===== src/rtl/instr_sequencer.sv =====
// Instruction sequencer: buffers a short program of 16-bit words and replays
// them on iin, holding each word for HOLD_CYCLES clocks, until the end of the
// buffer or a halt word is reached.
module instr_sequencer #(
    parameter int unsigned DEPTH       = 16,
    parameter int unsigned HOLD_CYCLES = 4,
    parameter logic [15:0] NOP_WORD    = 16'h0000,
    parameter logic [2:0]  HALT_OP     = 3'b111
) (
    input  logic                     clock,
    input  logic                     resetn,
    input  logic                     wr_en,
    input  logic [15:0]              wr_data,
    output logic                     wr_ready,
    input  logic                     clear,
    input  logic                     start,
    output logic [15:0]              iin,
    output logic                     busy,
    output logic                     done_pulse,
    output logic [$clog2(DEPTH)-1:0] pc,
    output logic [$clog2(DEPTH):0]   count,
    output logic                     err
);

    localparam int unsigned AW = $clog2(DEPTH);
    localparam int unsigned HW = (HOLD_CYCLES > 1) ? $clog2(HOLD_CYCLES) : 1;
    localparam logic [AW:0]   DEPTH_C   = (AW + 1)'(DEPTH);
    localparam logic [HW-1:0] HOLD_LOAD = HW'(HOLD_CYCLES - 1);

    typedef enum logic [1:0] {StIdle, StRun, StFin} state_e;

    state_e        state_q, state_d;
    logic [AW:0]   count_q, count_d;
    logic [AW-1:0] pc_q, pc_d;
    logic [HW-1:0] hold_q, hold_d;
    logic [15:0]   iin_q, iin_d;
    logic          err_q, err_d;
    logic          mem_we;
    logic [AW:0]   next_idx;
    logic [15:0]   next_word;
    logic [15:0]   first_word;

    logic [15:0] mem [DEPTH];

    // Program buffer: append at the current fill level; contents survive reset.
    always_ff @(posedge clock) begin
        if (mem_we) begin
            mem[count_q[AW-1:0]] <= wr_data;
        end
    end

    // State register with synchronous reset.
    always_ff @(posedge clock) begin
        if (resetn) begin
            state_q <= StIdle;
            count_q <= '0;
            pc_q    <= '0;
            hold_q  <= '0;
            iin_q   <= NOP_WORD;
            err_q   <= 1'b0;
        end else begin
            state_q <= state_d;
            count_q <= count_d;
            pc_q    <= pc_d;
            hold_q  <= hold_d;
            iin_q   <= iin_d;
            err_q   <= err_d;
        end
    end

    // Next-state logic: loading in idle, timed playback in run.
    always_comb begin
        state_d    = state_q;
        count_d    = count_q;
        pc_d       = pc_q;
        hold_d     = hold_q;
        iin_d      = iin_q;
        err_d      = err_q;
        mem_we     = 1'b0;
        next_idx   = {1'b0, pc_q} + 1'b1;
        // Low bits only; when next_idx reaches DEPTH the n==count test ends the run first.
        next_word  = mem[next_idx[AW-1:0]];
        first_word = mem[0];

        unique case (state_q)
            StIdle: begin
                iin_d = NOP_WORD;
                if (start) begin
                    if (count_q == '0 || first_word[15:13] == HALT_OP) begin
                        state_d = StFin;
                    end else begin
                        state_d = StRun;
                        pc_d    = '0;
                        iin_d   = first_word;
                        hold_d  = HOLD_LOAD;
                    end
                end else if (clear) begin
                    count_d = '0;
                    err_d   = 1'b0;
                end else if (wr_en) begin
                    if (count_q < DEPTH_C) begin
                        mem_we  = 1'b1;
                        count_d = count_q + 1'b1;
                    end else begin
                        err_d = 1'b1;
                    end
                end
            end
            StRun: begin
                if (wr_en) begin
                    err_d = 1'b1;
                end
                if (hold_q != '0) begin
                    hold_d = hold_q - 1'b1;
                end else if (next_idx == count_q || next_word[15:13] == HALT_OP) begin
                    state_d = StFin;
                    iin_d   = NOP_WORD;
                end else begin
                    pc_d   = next_idx[AW-1:0];
                    iin_d  = next_word;
                    hold_d = HOLD_LOAD;
                end
            end
            StFin: begin
                iin_d   = NOP_WORD;
                state_d = StIdle;
                if (wr_en) begin
                    err_d = 1'b1;
                end
            end
            default: begin
                state_d = StIdle;
            end
        endcase
    end

    // Outputs decoded from registered state.
    always_comb begin
        wr_ready   = (state_q == StIdle) && (count_q < DEPTH_C);
        busy       = (state_q != StIdle);
        done_pulse = (state_q == StFin);
        iin        = iin_q;
        pc         = pc_q;
        count      = count_q;
        err        = err_q;
    end

endmodule


===== config.mk =====
export PLATFORM = sky130hd
export DESIGN_NAME = instr_sequencer
export DESIGN_NICKNAME = d
export VERILOG_FILES = /design/src/rtl/instr_sequencer.sv
export SDC_FILE = /design/constraint.sdc
export NUM_CORES = 1
export LEC_CHECK = 0
export BUFFER_PORTS_ARGS = -buffer_cell sky130_fd_sc_hd__buf_2
export CORE_MARGIN = 3
export CORE_UTILIZATION = 40
export DETAILED_ROUTE_END_ITERATION = 8
export PLACE_DENSITY_LB_ADDON = 0.2
export SLEW_MARGIN = 20
export SYNTH_ARGS = -nofsm -noshare
export SYNTH_HDL_FRONTEND = slang
export SYNTH_SLANG_ARGS = --single-unit

===== constraint.sdc =====
create_clock -name clock -period 6.1 [get_ports clock]
set_clock_uncertainty 0.05 [all_clocks]
set_input_delay 0.915 -clock clock [delete_from_list [all_inputs] [get_ports clock]]
set_output_delay 0.915 -clock clock [all_outputs]
set_load 0.02 [all_outputs]

# [Word level (Yosys, flattened, before mapping)]
# Memories as Yosys holds them, arrays and structs flattened.
# Index checks and enable logic that the tools add are counted.
[word_totals] ff_bits=30 ramBits=256 inputBits=21 output_inout_bits=29 elab_cells=82 mem_count=1
[memory_table] name="mem" depth=16 word_bits=16 rd=2 rd_ports_with_merged_regs=0 write_ports=1 line_no="43" rtl="logic [15:0] mem [DEPTH];"
[op_classes] addsub=3 order_cmp=1 n_eq_ne=15 muxes=36 n_bitwise=1 n_reduce_logical=19
[op_table] cell="$mux 16" count=4
[op_table] cell="$pmux 16 s3" count=1
[op_table] cell="$mux 2" count=8
[op_table] cell="$mux 4" count=4
[op_table] cell="$mux 5" count=3
[op_table] cell="$mux 1" count=12
[op_table] cell="$ne 2x2->1 const B" count=6
[op_table] cell="$reduce_bool 2->1" count=6
[op_table] cell="$reduce_and 5->1" count=2
[op_table] cell="$ne 3x3->1 const B" count=3
[op_table] cell="$pmux 2 s2" count=2
[op_table] cell="$pmux 4 s2" count=1
[op_table] cell="$reduce_and 4->1" count=2
[op_table] cell="$eq 3x3->1 const B" count=2
[op_table] cell="$add 4x1->5 const B" count=1
[op_table] cell="$add 5x1->5 const B" count=1
[op_table] cell="$eq 5x5->1" count=1
[op_table] cell="$logic_not 5->1" count=1
[op_table] cell="$lt 5x5->1 const B" count=1
[op_table] cell="$reduce_and 3->1" count=1
[op_table] cell="$reduce_bool 3->1" count=1
[op_table] cell="$eq 2x1->1 const B" count=1
[op_table] cell="$eq 2x2->1 const B" count=1
[op_table] cell="$logic_not 2->1" count=1
[op_table] cell="other kinds (8)" count=9

# [Depth between registers and ports, before layout]
[logic_depth] word_depth=8 ltp_mapped=11 mapped_depth_nobuf=9

# [Worst setup path before layout]
# OpenSTA, ideal clock, no wires.
[synth_timing] kind="reg-to-reg" start="register state_q[0]" end="memory mem[0][0], enable pin" setup_ns=0.409 arrival_ns=2.751 required_time_ns=5.641 path_slack_ns=2.890 path_stages_with_launch=9 n_path_buf=1 synth_period_minus_slack_ns=3.210 path_cell_list="dfxtp_1 > inv_1 > ha_1 > inv_1 > nor2_1 > and3_1 > clkbuf_1 > nand2_1 > nor3_1"
[synth_via] elab_chain_len=4
[synth_rtl] element="start: declaration" line_no="32" rtl="state_e state_q, state_d;"
[synth_rtl] element="start signal: assignment" line_no="55" rtl="state_q <= StIdle;"
[synth_rtl] element="start signal: assignment" line_no="62" rtl="state_q <= state_d;"
[synth_rtl] element="$logic_not 2->1" line_no="85" rtl="unique case (state_q)"
[synth_rtl] element="$mux 1" line_no="85"
[synth_rtl] element="$mux 1" line_no="47" rtl="if (mem_we) begin"
[synth_rtl] element="$mux 1 (not written as such)" line_no="48" rtl="mem[count_q[AW-1:0]] <= wr_data;"
[synth_rtl] element="end: declaration" line_no="43"
# No other way between the ends.

# [Worst setup path in the final report]
[layout_timing] start="register pc_q[0], in the netlist pc[0]" end="register hold_q[1]"
[layout_via] elab_chain_len=6 word_cells_on_any_way=7 classes_between="1 x add/sub; 3 x eq/ne; 2 x reduce/logical; 1 x memory"
[layout_rtl] element="start: declaration" line_no="34" rtl="logic [AW-1:0] pc_q, pc_d;"
[layout_rtl] element="start signal: assignment" line_no="64" rtl="pc_q <= pc_d;"
[layout_rtl] element="$add 4x1->5 (*)" line_no="80" rtl="next_idx = {1'b0, pc_q} + 1'b1;"
[layout_rtl] element="$mem_v2 16x16"
[layout_rtl] element="$eq 3x3->1" line_no="115" rtl="end else if (next_idx == count_q || next_word[15:13] == HALT_OP) begin"
[layout_rtl] element="$logic_or 1x1->1 (*)" line_no="115"
[layout_rtl] element="$ne 3x3->1 (no source line) (*)"
[layout_rtl] element="$reduce_and 4->1 (no source line) (*)"
[layout_rtl] element="end signal: assignment" line_no="65" rtl="hold_q <= hold_d;"
[layout_rtl] element="end: declaration" line_no="35" rtl="logic [HW-1:0] hold_q, hold_d;"
# Mark *: on every way between the ends. The rest lies on a longest branch, timed or not.
# A chain may end at the register's enable or synchronous reset.

==> flow_summary_export.csv <==
group,metric,value,unit
outcome,status,"completed",
synth,synth_top_area_frac,0.663,
sta,setup_slack,2.11,ns
die,ios,50,
sta,period_share,0.655,
setup_path,crit_path_start_kind,"flip-flop",
synth,synth.distinct_cells,51,
job,maxCapViolations,0,
setup_path,path_max_fanout,30,
clock_tree,cts_sinks,286,
setup_path,crit-reg2reg-launch,"pc[0]$_SDFFE_PP0P_",
final_layout,final_common_cell,"edfxtp_1",
grt,grt.overflow.total,0,
synth,ys_seq_area_frac,0.715,
die,core.rowCount,61,
detailed_routing,final_antenna_net_count,0,
detailed_routing,wirelength,27.2,mm
clock_tree,cts-root-buf,"clkbuf_16",
clock_tree,postCtsSetupBuffers,0,
synth,syn_nets,728,
clock_tree,cts_tree,"done",
grt,antenna_found_initial,0,
grt,grt_pass1_wl,41.7,mm
sta,hold_viol,0,
clock_tree,clock_path_buffers,3,
synth,yosys.area.top_type,"edfxtp_1",
clock_tree,cts_resized,0,
clock_tree,clkLatencyLatePin,0.55,ns
synth,netlist_area,11600,um2
placement,pre_cts_ws,2.02,ns
setup_path,crit_type,"flip-flop to flip-flop",
clock_tree,hold_buffers,0,
final_layout,final_cell_mix,"edfxtp_1 (256), nand2_1 (89), mux4_2 (58)",
die,die_w,176,um
power,p_leak,4.39,nW
grt,first_global_vias,6800,
placement,io_buffer_count,49,
setup_path,worst-endpoint-arrival,4.39,ns
final_layout,num_antenna_cells,0,
hold_path,hold_end,"iin[7]$_SDFFE_PP0P_",
sta,fin_setup_tns,0,ns
sta,relSlewSlack,0.298,
clock_tree,htree_levels,1,
sta,fmax,0.250,GHz
grt,grt_max_degree,65,
die,fp.dieArea,31100,um2
synth,synth_edf_count,256,
placement,place.gp.congestion,0.795,
synth,synth.area.top_cells,"edfxtp_1 (66%), mux4_2 (11%), dfxtp_1 (5.2%)",
final_layout,nets,794,
hold_path,hold_path.class,"flip-flop to flip-flop",
setup_path,cp-end-kind,"flip-flop",
synth,netlist_instances,696,
synth,synthArstFlopShare,0,
setup_path,cp.required,6.49,ns
sta,setup_viol_count_final,0,
final_layout,syn2layout_area_growth,15.8,%
final_layout,fillCellCount,2395,
placement,dp_hpwl,15.7,mm
setup_path,r2r_setup_slack,2.11,ns
synth,synthFlopType,"edfxtp_1",
synth,avgSynthCellArea,16.7,um2
sta,worst_pin_slew,1.05,ns
hold_path,hold_start,"iin[7]$_SDFFE_PP0P_",
synth,ys.warnings.count,0,
detailed_routing,drt-initial-drc-count,523,
detailed_routing,route.detailed.drc,0,
clock_tree,numCtsBuffers,30,
power,p_per_area,306,nW/um2
setup_path,timing.rr.end,"hold_q[1]$_SDFFE_PP0P_",
sta,rsz0062_at_grt,"false",
die,start_util,0.411,
sta,slew_viol_final,0,
final_layout,layout-drive-gt1-share,0.263,
grt,grt_use_total,0.179,
detailed_routing,drt_pass1_iterations,5,
power,peakVddDrop,0.183,mV
setup_path,r2r_cells,10,
detailed_routing,avgViaCountPerCell,5.54,
detailed_routing,vias,6448,
die,core_area,28200,um2
synth,ys_ff_latch,286,
sta,period_minus_slack,3.99,ns
hold_path,hold_path_depth,2,
die,fp.dieH,176,um
clock_tree,clkTransAtPathRegs,0.06,ns
detailed_routing,routedWlPerCell,23.4,um
[flip-flops by register name, indices dropped and copies added, names as in the netlist]
signal / cells
state_q: 2
err: 1
mem: 256
pc: 4
count: 5
hold_q: 2
iin: 16
[cell usage after synthesis, types with 6 or more instances]
cell	instances
a21oi_1	10
a311oi_1	17
buf_2	15
clkbuf_1	16
dfxtp_1	30
edfxtp_1	256
ha_1	11
inv_1	14
mux2i_1	9
mux4_2	58
nand2_1	89
nand2b_1	6
nand3_1	35
nand4_1	15
nor2_1	46
nor3_1	8
[where the power goes]
part	total, W	internal, W	switching, W
Combinational	0.000116	0.0000307	0.0000851
Clock	0.00184	0.00111	0.000725
Sequential	0.00215	0.00214	0.00000884
[cell families after synthesis]
kind of cell    after synthesis  synth area share
buf+inv                      53            0.0207
flops                       286             0.715
fa+ha+maj                    11            0.0119
mux                          67             0.120
simple gates                216            0.0837
xor+xnor                     10           0.00983
compound gates               53            0.0382
[final cells by class]
| cell class | instances | area, um2 | share of cell area |
|---|---|---|---|
| tap | 378 | 473 | 0.0352 |
| clock inverter | 14 | 150 | 0.0112 |
| sequential | 286 | 8290 | 0.618 |
| multi-input combinational | 357 | 3150 | 0.235 |
| clock buffer | 42 | 867 | 0.0646 |
| inverter | 14 | 52.6 | 0.00391 |
| timing repair buffer | 73 | 438 | 0.0326 |
[critical path: stages (launching register included)]
cell       delay (ns)
dfxtp_4          0.72
ha_4             0.30
xor2_4           0.83
buf_4            0.38
nand2_1          0.08
a32oi_1          0.25
o2bb2ai_2        0.18
a311oi_4         0.12
buf_4            0.27
or4_1            0.53
and3_1           0.17
[per-stage QoR]
step	power (W)	instance area [um2]	std cells	hold WS, ns	utilization
2_1_floorplan	0.00225	11600	696	0.467	-
3_5_place_dp	0.00231	12400	1107	0.447	0.439
3_3_place_gp	0.00230	12400	1107	0.445	0.439
4_1_cts	0.00415	13400	1163	0.455	0.476
5_1_grt	0.00424	13400	1164	0.497	0.477
6_report	0.00411	13400	1164	0.447	0.477
[worst max path at each step]
stage                                        from                endpoint  slack (ns)  cells after the start
after floorplan           state_q[0]$_SDFFE_PP0P_     mem[0][0]$_DFFE_PP_        2.89                      8
after global placement         pc[0]$_SDFFE_PP0P_  hold_q[1]$_SDFFE_PP0P_        2.05                     10
after detailed placement       pc[0]$_SDFFE_PP0P_    iin[12]$_SDFFE_PP0P_        2.02                      9
after CTS                      pc[0]$_SDFFE_PP0P_    iin[12]$_SDFFE_PP0P_        1.99                      9
after global routing           pc[0]$_SDFFE_PP0P_     iin[2]$_SDFFE_PP0P_        1.81                      9
final                          pc[0]$_SDFFE_PP0P_  hold_q[1]$_SDFFE_PP0P_        2.11                     10
[metal layers]
metal | track usage | routed length, um
met3 | 0.0267 | 1670
met4 | 0.0610 | 950
met1 | 0.246 | 11600
met5 | 0 | 0
met2 | 0.296 | 13000
Note: power is estimated with default switching activity, not from simulation.
